$ cat src/rtl/hf_array_pkg.sv
`default_nettype none
// ============================================================================
// Module      : hf_array_pkg
// Description : Shared types and defaults for the array feed logic: FSM state
//               encoding, lane count and default tile geometry.
// Revision    : 1.0 - initial release
// ============================================================================
package hf_array_pkg;

  // Drain controller states
  typedef enum logic [1:0] {
    IDLE  = 2'd0,
    RUN   = 2'd1,
    FLUSH = 2'd2
  } state_t;

  // Lanes per side (west and north); the array is 4x4
  localparam int LANES         = 4;
  // Default words per lane per tile
  localparam int DEPTH_DEFAULT = 8;
  // Default payload width per lane
  localparam int W_DEFAULT     = 32;

endpackage
`default_nettype wire

$ cat src/rtl/Pos_detector.sv
`default_nettype none
// ============================================================================
// Module      : Pos_detector
// Description : Rising-edge detector. Pulses for one cycle while the input is
//               high and its registered copy is still low.
// Revision    : 1.0 - initial release
// ============================================================================
module Pos_detector (
  input  logic clk,
  input  logic resetn,
  input  logic sig,
  output logic pulse
);

  logic sig_q;

  // Registered copy of the input; cleared so a level held through reset
  // release is seen as a fresh edge
  always_ff @(posedge clk or negedge resetn) begin
    if (!resetn) begin
      sig_q <= 1'b0;
    end else begin
      sig_q <= sig;
    end
  end

  assign pulse = sig & ~sig_q;

endmodule
`default_nettype wire

$ cat src/rtl/alignment_fifo_drain.sv
`default_nettype none
// ============================================================================
// Module      : alignment_fifo_drain
// Description : Read-side controller for the eight alignment FIFOs. Drains one
//               tile of DEPTH words per lane with a one-cycle skew per lane,
//               stalling every lane together on any underflow.
// Revision    : 1.0 - initial release
// ============================================================================
module alignment_fifo_drain
  import hf_array_pkg::*;
#(
  parameter int W     = W_DEFAULT,
  parameter int N     = LANES,
  parameter int DEPTH = DEPTH_DEFAULT
) (
  input  logic           clk,
  input  logic           resetn,
  input  logic           unified_read,
  input  logic [N-1:0]   w_empty,
  input  logic [N-1:0]   n_empty,
  input  logic [N*W-1:0] w_rdata,
  input  logic [N*W-1:0] n_rdata,
  output logic [N-1:0]   w_re,
  output logic [N-1:0]   n_re,
  output logic [N*W-1:0] w_dout,
  output logic [N*W-1:0] n_dout,
  output logic [N-1:0]   w_vld,
  output logic [N-1:0]   n_vld,
  output logic           busy,
  output logic           tile_done
);

  localparam int             CW       = $clog2(DEPTH + N);
  localparam logic [CW-1:0]  CNT_LAST = CW'(DEPTH + N - 2);
  localparam logic [CW:0]    WIN_LEN  = (CW+1)'(DEPTH);

  state_t        state;
  state_t        state_next;
  logic [CW-1:0] cnt;
  logic [CW-1:0] cnt_next;
  logic          start;
  logic [N-1:0]  req;
  logic [N-1:0]  lane_hold;
  logic          running;
  logic          stall;
  logic [N-1:0]  re;

  Pos_detector u_start_edge (
    .clk    (clk),
    .resetn (resetn),
    .sig    (unified_read),
    .pulse  (start)
  );

  // Per-lane window compare, underflow contribution and output gating
  generate
    for (genvar i = 0; i < N; i++) begin : g_lane
      logic [CW:0] offset;
      // One extra bit makes cnt < i wrap to a large value, so a single
      // unsigned compare covers both window bounds
      assign offset        = {1'b0, cnt} - (CW+1)'(i);
      assign req[i]        = (offset < WIN_LEN);
      assign lane_hold[i]  = req[i] & (w_empty[i] | n_empty[i]);
      assign w_dout[i*W +: W] = w_rdata[i*W +: W] & {W{w_vld[i]}};
      assign n_dout[i*W +: W] = n_rdata[i*W +: W] & {W{n_vld[i]}};
    end
  endgenerate

  assign running   = (state == RUN);
  assign stall     = running & (|lane_hold);
  assign re        = req & {N{running & ~stall}};
  assign w_re      = re;
  assign n_re      = re;
  assign busy      = (state != IDLE);
  assign tile_done = (state == FLUSH);

  // State and slot counter registers
  always_ff @(posedge clk or negedge resetn) begin
    if (!resetn) begin
      state <= IDLE;
      cnt   <= '0;
    end else begin
      state <= state_next;
      cnt   <= cnt_next;
    end
  end

  // Next-state logic: edges outside IDLE are simply not looked at
  always_comb begin
    state_next = state;
    cnt_next   = cnt;
    case (state)
      IDLE: begin
        if (start) begin
          state_next = RUN;
          cnt_next   = '0;
        end
      end
      RUN: begin
        if (!stall) begin
          if (cnt == CNT_LAST) begin
            state_next = FLUSH;
          end else begin
            cnt_next = cnt + CW'(1);
          end
        end
      end
      FLUSH: begin
        state_next = IDLE;
        cnt_next   = '0;
      end
      default: begin
        state_next = IDLE;
        cnt_next   = '0;
      end
    endcase
  end

  // Lane valids follow the read enables by the FIFO read latency
  always_ff @(posedge clk or negedge resetn) begin
    if (!resetn) begin
      w_vld <= '0;
      n_vld <= '0;
    end else begin
      w_vld <= w_re;
      n_vld <= n_re;
    end
  end

endmodule
`default_nettype wire

$ cat config.mk
export PLATFORM = sky130hd
export DESIGN_NAME = alignment_fifo_drain
export DESIGN_NICKNAME = d
export VERILOG_FILES = /design/src/rtl/hf_array_pkg.sv /design/src/rtl/Pos_detector.sv /design/src/rtl/alignment_fifo_drain.sv
export SDC_FILE = /design/constraint.sdc
export NUM_CORES = 1
export LEC_CHECK = 0
export CAP_MARGIN = 5
export CORE_AREA = 8 8 206 208
export CTS_CLUSTER_DIAMETER = 200
export DETAILED_ROUTE_END_ITERATION = 10
export DIE_AREA = 0 0 214 216
export GPL_ROUTABILITY_DRIVEN = 0
export PLACE_DENSITY_LB_ADDON = 0.08
export SLEW_MARGIN = 20
export SYNTH_ARGS = -nofsm -noshare
export SYNTH_HDL_FRONTEND = slang
export SYNTH_HIERARCHICAL = 1
export SYNTH_SLANG_ARGS = --single-unit
$ cat constraint.sdc
create_clock -name clk -period 3.5 [get_ports clk]
set_clock_uncertainty 0.2 [all_clocks]
set_input_delay 1.05 -clock clk [delete_from_list [all_inputs] [get_ports clk]]
set_output_delay 1.05 -clock clk [all_outputs]
set_load 0.1 [all_outputs]
After elaboration in Yosys (flattened, before gate mapping)
Cells that the tools add are included.
{"block": "totals", "reg_bits": 11, "word_cells": 54}
{"block": "classes", "n_addsub": 4, "order_cmp": 4, "eq_ne": 7, "n_mux": 8, "n_bitwise": 22, "n_reduce_logical": 5}
{"cell": "$and 32x32->32", "count": 8}
{"cell": "$lt 5x4->1 const B", "count": 3}
{"cell": "$mux 4", "count": 3}
{"cell": "$sub 4x2->5 const B", "count": 2}
{"cell": "$pmux 4 s2", "count": 1}
{"cell": "$and 1x1->1", "count": 7}
{"cell": "$mux 2", "count": 3}
{"cell": "$ne 2x2->1 const B", "count": 3}
{"cell": "$reduce_and 3->1", "count": 2}
{"cell": "$sub 4x1->5 const B", "count": 1}
{"cell": "$add 4x1->4 const B", "count": 1}
{"cell": "$and 4x4->4", "count": 1}
{"cell": "$eq 4x4->1 const B", "count": 1}
{"cell": "$lt 4x4->1 const B", "count": 1}
{"cell": "$or 1x1->1", "count": 4}
{"cell": "$pmux 2 s2", "count": 1}
{"cell": "$reduce_or 4->1", "count": 1}
{"cell": "$eq 2x1->1 const B", "count": 1}
{"cell": "$eq 2x2->1 const B", "count": 1}
{"cell": "$logic_not 2->1", "count": 1}
{"cell": "$ne 2x1->1 const B", "count": 1}
{"cell": "$not 1->1", "count": 2}
{"cell": "$reduce_bool 2->1", "count": 1}

Depth between registers and ports, before layout
{"block": "depth", "word_depth": 8, "depth_mapped": 8, "depth_no_buf": 7}

Modules after synthesis
Netlist, hierarchy kept.
{"module": "alignment_fifo_drain", "instances": 1, "cells_per_inst": 358, "area_per_inst_um2": 2516.2, "seq_area_each_um2": 250.2}
{"module": "Pos_detector", "instances": 1, "cells_per_inst": 2, "area_per_inst_um2": 38.8, "seq_area_each_um2": 25.0}

Worst setup path after synthesis
Ideal clock, no wire load.
{"block": "synth_path", "path_kind": "input to output", "start": "input n_empty[2]", "end": "output w_re[1]", "arrival_time_ns": 3.872, "slack_ns": -1.622, "path_stages": 5, "path_buffers": 1, "cell_sequence": "nor2_1 > o2111ai_4 > a221o_2 > a311oi_2 > buf_4"}
{"block": "synth_via", "elab_chain_cells": 7}
{"element": "start, declared", "line": "alignment_fifo_drain.sv:20", "text": "input logic [N-1:0] n_empty,"}
{"element": "$or 1x1->1", "line": "alignment_fifo_drain.sv:63", "text": "assign lane_hold[i] = req[i] & (w_empty[i] | n_empty[i]);"}
{"element": "$and 1x1->1", "line": "alignment_fifo_drain.sv:63"}
{"element": "$reduce_or 4->1", "line": "alignment_fifo_drain.sv:70", "text": "assign stall = running & (|lane_hold);"}
{"element": "$and 1x1->1", "line": "alignment_fifo_drain.sv:70"}
{"element": "$not 1->1", "line": "alignment_fifo_drain.sv:71", "text": "assign re = req & {N{running & ~stall}};"}
{"element": "$and 1x1->1", "line": "alignment_fifo_drain.sv:71"}
{"element": "$and 4x4->4", "line": "alignment_fifo_drain.sv:71"}
{"element": "end, declared", "line": "alignment_fifo_drain.sv:23", "text": "output logic [N-1:0] w_re,"}
No other way between the ends.

Final worst setup path
{"block": "layout_path", "start": "input n_empty[0]", "end": "output n_re[1]"}
{"block": "layout_via", "elab_chain_cells": 7}
{"element": "$or 1x1->1", "line": "alignment_fifo_drain.sv:63"}
{"element": "$and 1x1->1", "line": "alignment_fifo_drain.sv:63"}
{"element": "$reduce_or 4->1", "line": "alignment_fifo_drain.sv:70"}
{"element": "$and 1x1->1", "line": "alignment_fifo_drain.sv:70"}
{"element": "$not 1->1", "line": "alignment_fifo_drain.sv:71"}
{"element": "$and 1x1->1", "line": "alignment_fifo_drain.sv:71"}
{"element": "$and 4x4->4", "line": "alignment_fifo_drain.sv:71"}
{"element": "end, declared", "line": "alignment_fifo_drain.sv:24", "text": "output logic [N-1:0] n_re,"}
No other way between the ends.

==> results.json <==
{
  "ctsHoldBuffers": 0,
  "r2r_cells": 10,
  "worst_pin_slew_ns": 0.616,
  "setup_violations": 8,
  "ir_worst_vdd_uv": 218,
  "status": "complete, but fails checks",
  "postSynthCellCount": 360,
  "violations": "setup timing",
  "antenna_found_initial": 2,
  "num_vias": 4367,
  "synth_edf_count": 0,
  "synth.most_common_cell": "and2_1",
  "hold_viol": 0,
  "endpoint": "n_re[1]",
  "grt_max_degree": 67,
  "cts_root_buf": "clkbuf_16",
  "r2r-end": "cnt[0]",
  "numCtsBuffers": 3,
  "yosys.area.top_type_share_pct": 62.7,
  "h-tree-depth": 1,
  "rr_startpoint": "cnt[1]",
  "syn-cell-area_um2": 2550,
  "clock_path_buffers": 2,
  "whs_path_depth": 1,
  "drc": 0,
  "start_util_pct": 6.52,
  "syn-mean-instance-area_um2": 7.10,
  "max_freq_mhz": 258,
  "fin_area_um2": 11500,
  "async_flop_share_pct": 100,
  "seq_area_frac_synth_pct": 10.8,
  "ys_ff_latch": 11,
  "path_class": "in -> out",
  "finalWirelength_mm": 23.7,
  "cts_tree": "yes",
  "yosys_warnings": 6,
  "grt_setup_unrepaired": "true",
  "grt_pass1_vias": 4728,
  "dieWidth_um": 214,
  "fin_ws_ns": -0.383,
  "portBuffers": 540,
  "grt_use_total_pct": 9.60,
  "power.leakage_nw": 4.53,
  "rrSetupSlack_ns": 0.98,
  "synth_area_leaders": "and2_1, dfrtp_1, clkbuf_1",
  "synthToLayoutAreaGrowth_pct": 349,
  "cp.required_ns": 2.25,
  "clk_latency_ns": 0.25,
  "place_area_um2": 11300,
  "gr-total-overflow": 0,
  "syn-num-nets": 630,
  "ys_types": 43,
  "clock_sinks": 11,
  "post-place-ws_ns": -0.762,
  "crit_path_end_kind": "primary output",
  "dp_hpwl_mm": 21.6,
  "grt_pass1_wl_mm": 33.5,
  "rows": 73,
  "ioPinCount": 541,
  "cp-start-kind": "primary input",
  "synth_ff_type": "dfrtp_1",
  "power_density_nw_per_um2": 385,
  "antenna_left": 0,
  "die_area_um2": 46200,
  "hp-class": "reg -> reg",
  "crit_arrival_ns": 2.63,
  "drtPass1Iterations": 4,
  "relSlewSlack_pct": 58.8,
  "fin_crit_ns": 3.88,
  "clk_pin_slew_ns": 0.04,
  "min_from": "state[1]",
  "drive_above_1_share_pct": 36.9,
  "fp.coreArea_um2": 39200,
  "synth_top_area_cell": "and2_1",
  "vias_per_cell": 3.09,
  "wire_per_inst_um": 16.7,
  "maxCapViolations": 0,
  "period_share_pct": 111,
  "cp-startpoint": "n_empty[0]",
  "drv_slew": 0,
  "drtIter0Drc": 136,
  "die_h_um": 216,
  "synth_common_cells": "and2_1, clkbuf_1, dfrtp_1",
  "critPathMaxFanout": 3,
  "p_total_w": 0.00441,
  "nets": 1159
}
-- metal layers --
metal  track usage (%)  vias to the layer above  part of all wire, %
li1                  -                     2161                    -
met2              18.2                      290                   53
met1              9.02                     1897                   32
met3              5.54                       19                   13
met4              1.40                        0                  1.6
met5                 0                        -                    0
-- power by group --
part           switching [W]  internal (W)  leakage [nW]  total (W)
combinational        0.00251       0.00148          4.35    0.00399
sequential         0.0000409      0.000155         0.140   0.000196
clock              0.0000661      0.000154        0.0382   0.000220
-- cells in the final DEF, fill, tap and decap left out, types with 2 or more instances in the layout --
master,n
buf_12,272
clkdlybuf4s50_1,258
and2_1,256
buf_4,20
dfrtp_1,11
nor2_4,6
dlygate4sd2_1,4
inv_1,3
nor2_1,3
a21oi_1,3
ha_1,3
clkbuf_16,3
buf_6,3
diode_2,2
and3_1,2
and2b_2,2
a221o_2,2
nand3_1,2
nor3_1,2
buf_2,2
-- metrics by stage --
stage	std cells	util [%]	hold slack, ns	TNS, ns
after floorplan	360	-	0.294	-3.73
after global routing	1415	29.2	0.407	-3.38
final	1415	29.2	0.364	-2.84
after detailed placement	1409	28.9	0.352	-5.91
after global placement	1409	28.9	0.356	-5.94
after CTS	1412	29.2	0.362	-2.96
-- registers in the layout, summed over array words and instances (netlist names) --
signal and flops:
cnt 4, n_vld 4, state 2, u_start_edge/sig_q 1
-- worst max-delay path: stages --
cell       delay [ns]
buf_6            0.10
nor3_4           0.28
o2111ai_4        0.17
a221o_2          0.43
a311oi_4         0.27
buf_12           0.17
buf_12           0.17
-- layout make-up --
class,instances,area (µm²)
antenna,2,5.00
multi-input combinational,309,2140
timing repair buffer,560,8280
fill,4004,27700
clock buffer,4,78.8
tap,525,657
sequential,11,275
inverter,4,15.0
-- cells by family (layout without fill, tap and decap cells) --
family / after synthesis / after routing / synth area share [%]
muxes: 1 / 1 / 0.587
other: 0 / 2 / 0
DFF: 11 / 11 / 10.8
adders and majority gates: 3 / 3 / 1.47
AOI/OAI and AO/OA: 22 / 22 / 9.45
and+or+nand+nor: 282 / 282 / 69.3
buffers and inverters: 40 / 568 / 8.08
xor gates and xnor gates: 1 / 1 / 0.343
-- worst min path at each step --
stage / end
final: state[0]
after global routing: state[0]
after CTS: state[0]
after detailed placement: state[0]
after global placement: state[0]
after floorplan: state[0]
-- repair_timing --
action	in CTS	in global routing
setup buffers	1	1
endpoints found under the setup margin	8	8
pin swaps	7	4
gates resized for setup	27	3
(Power assumes the default switching activity.)
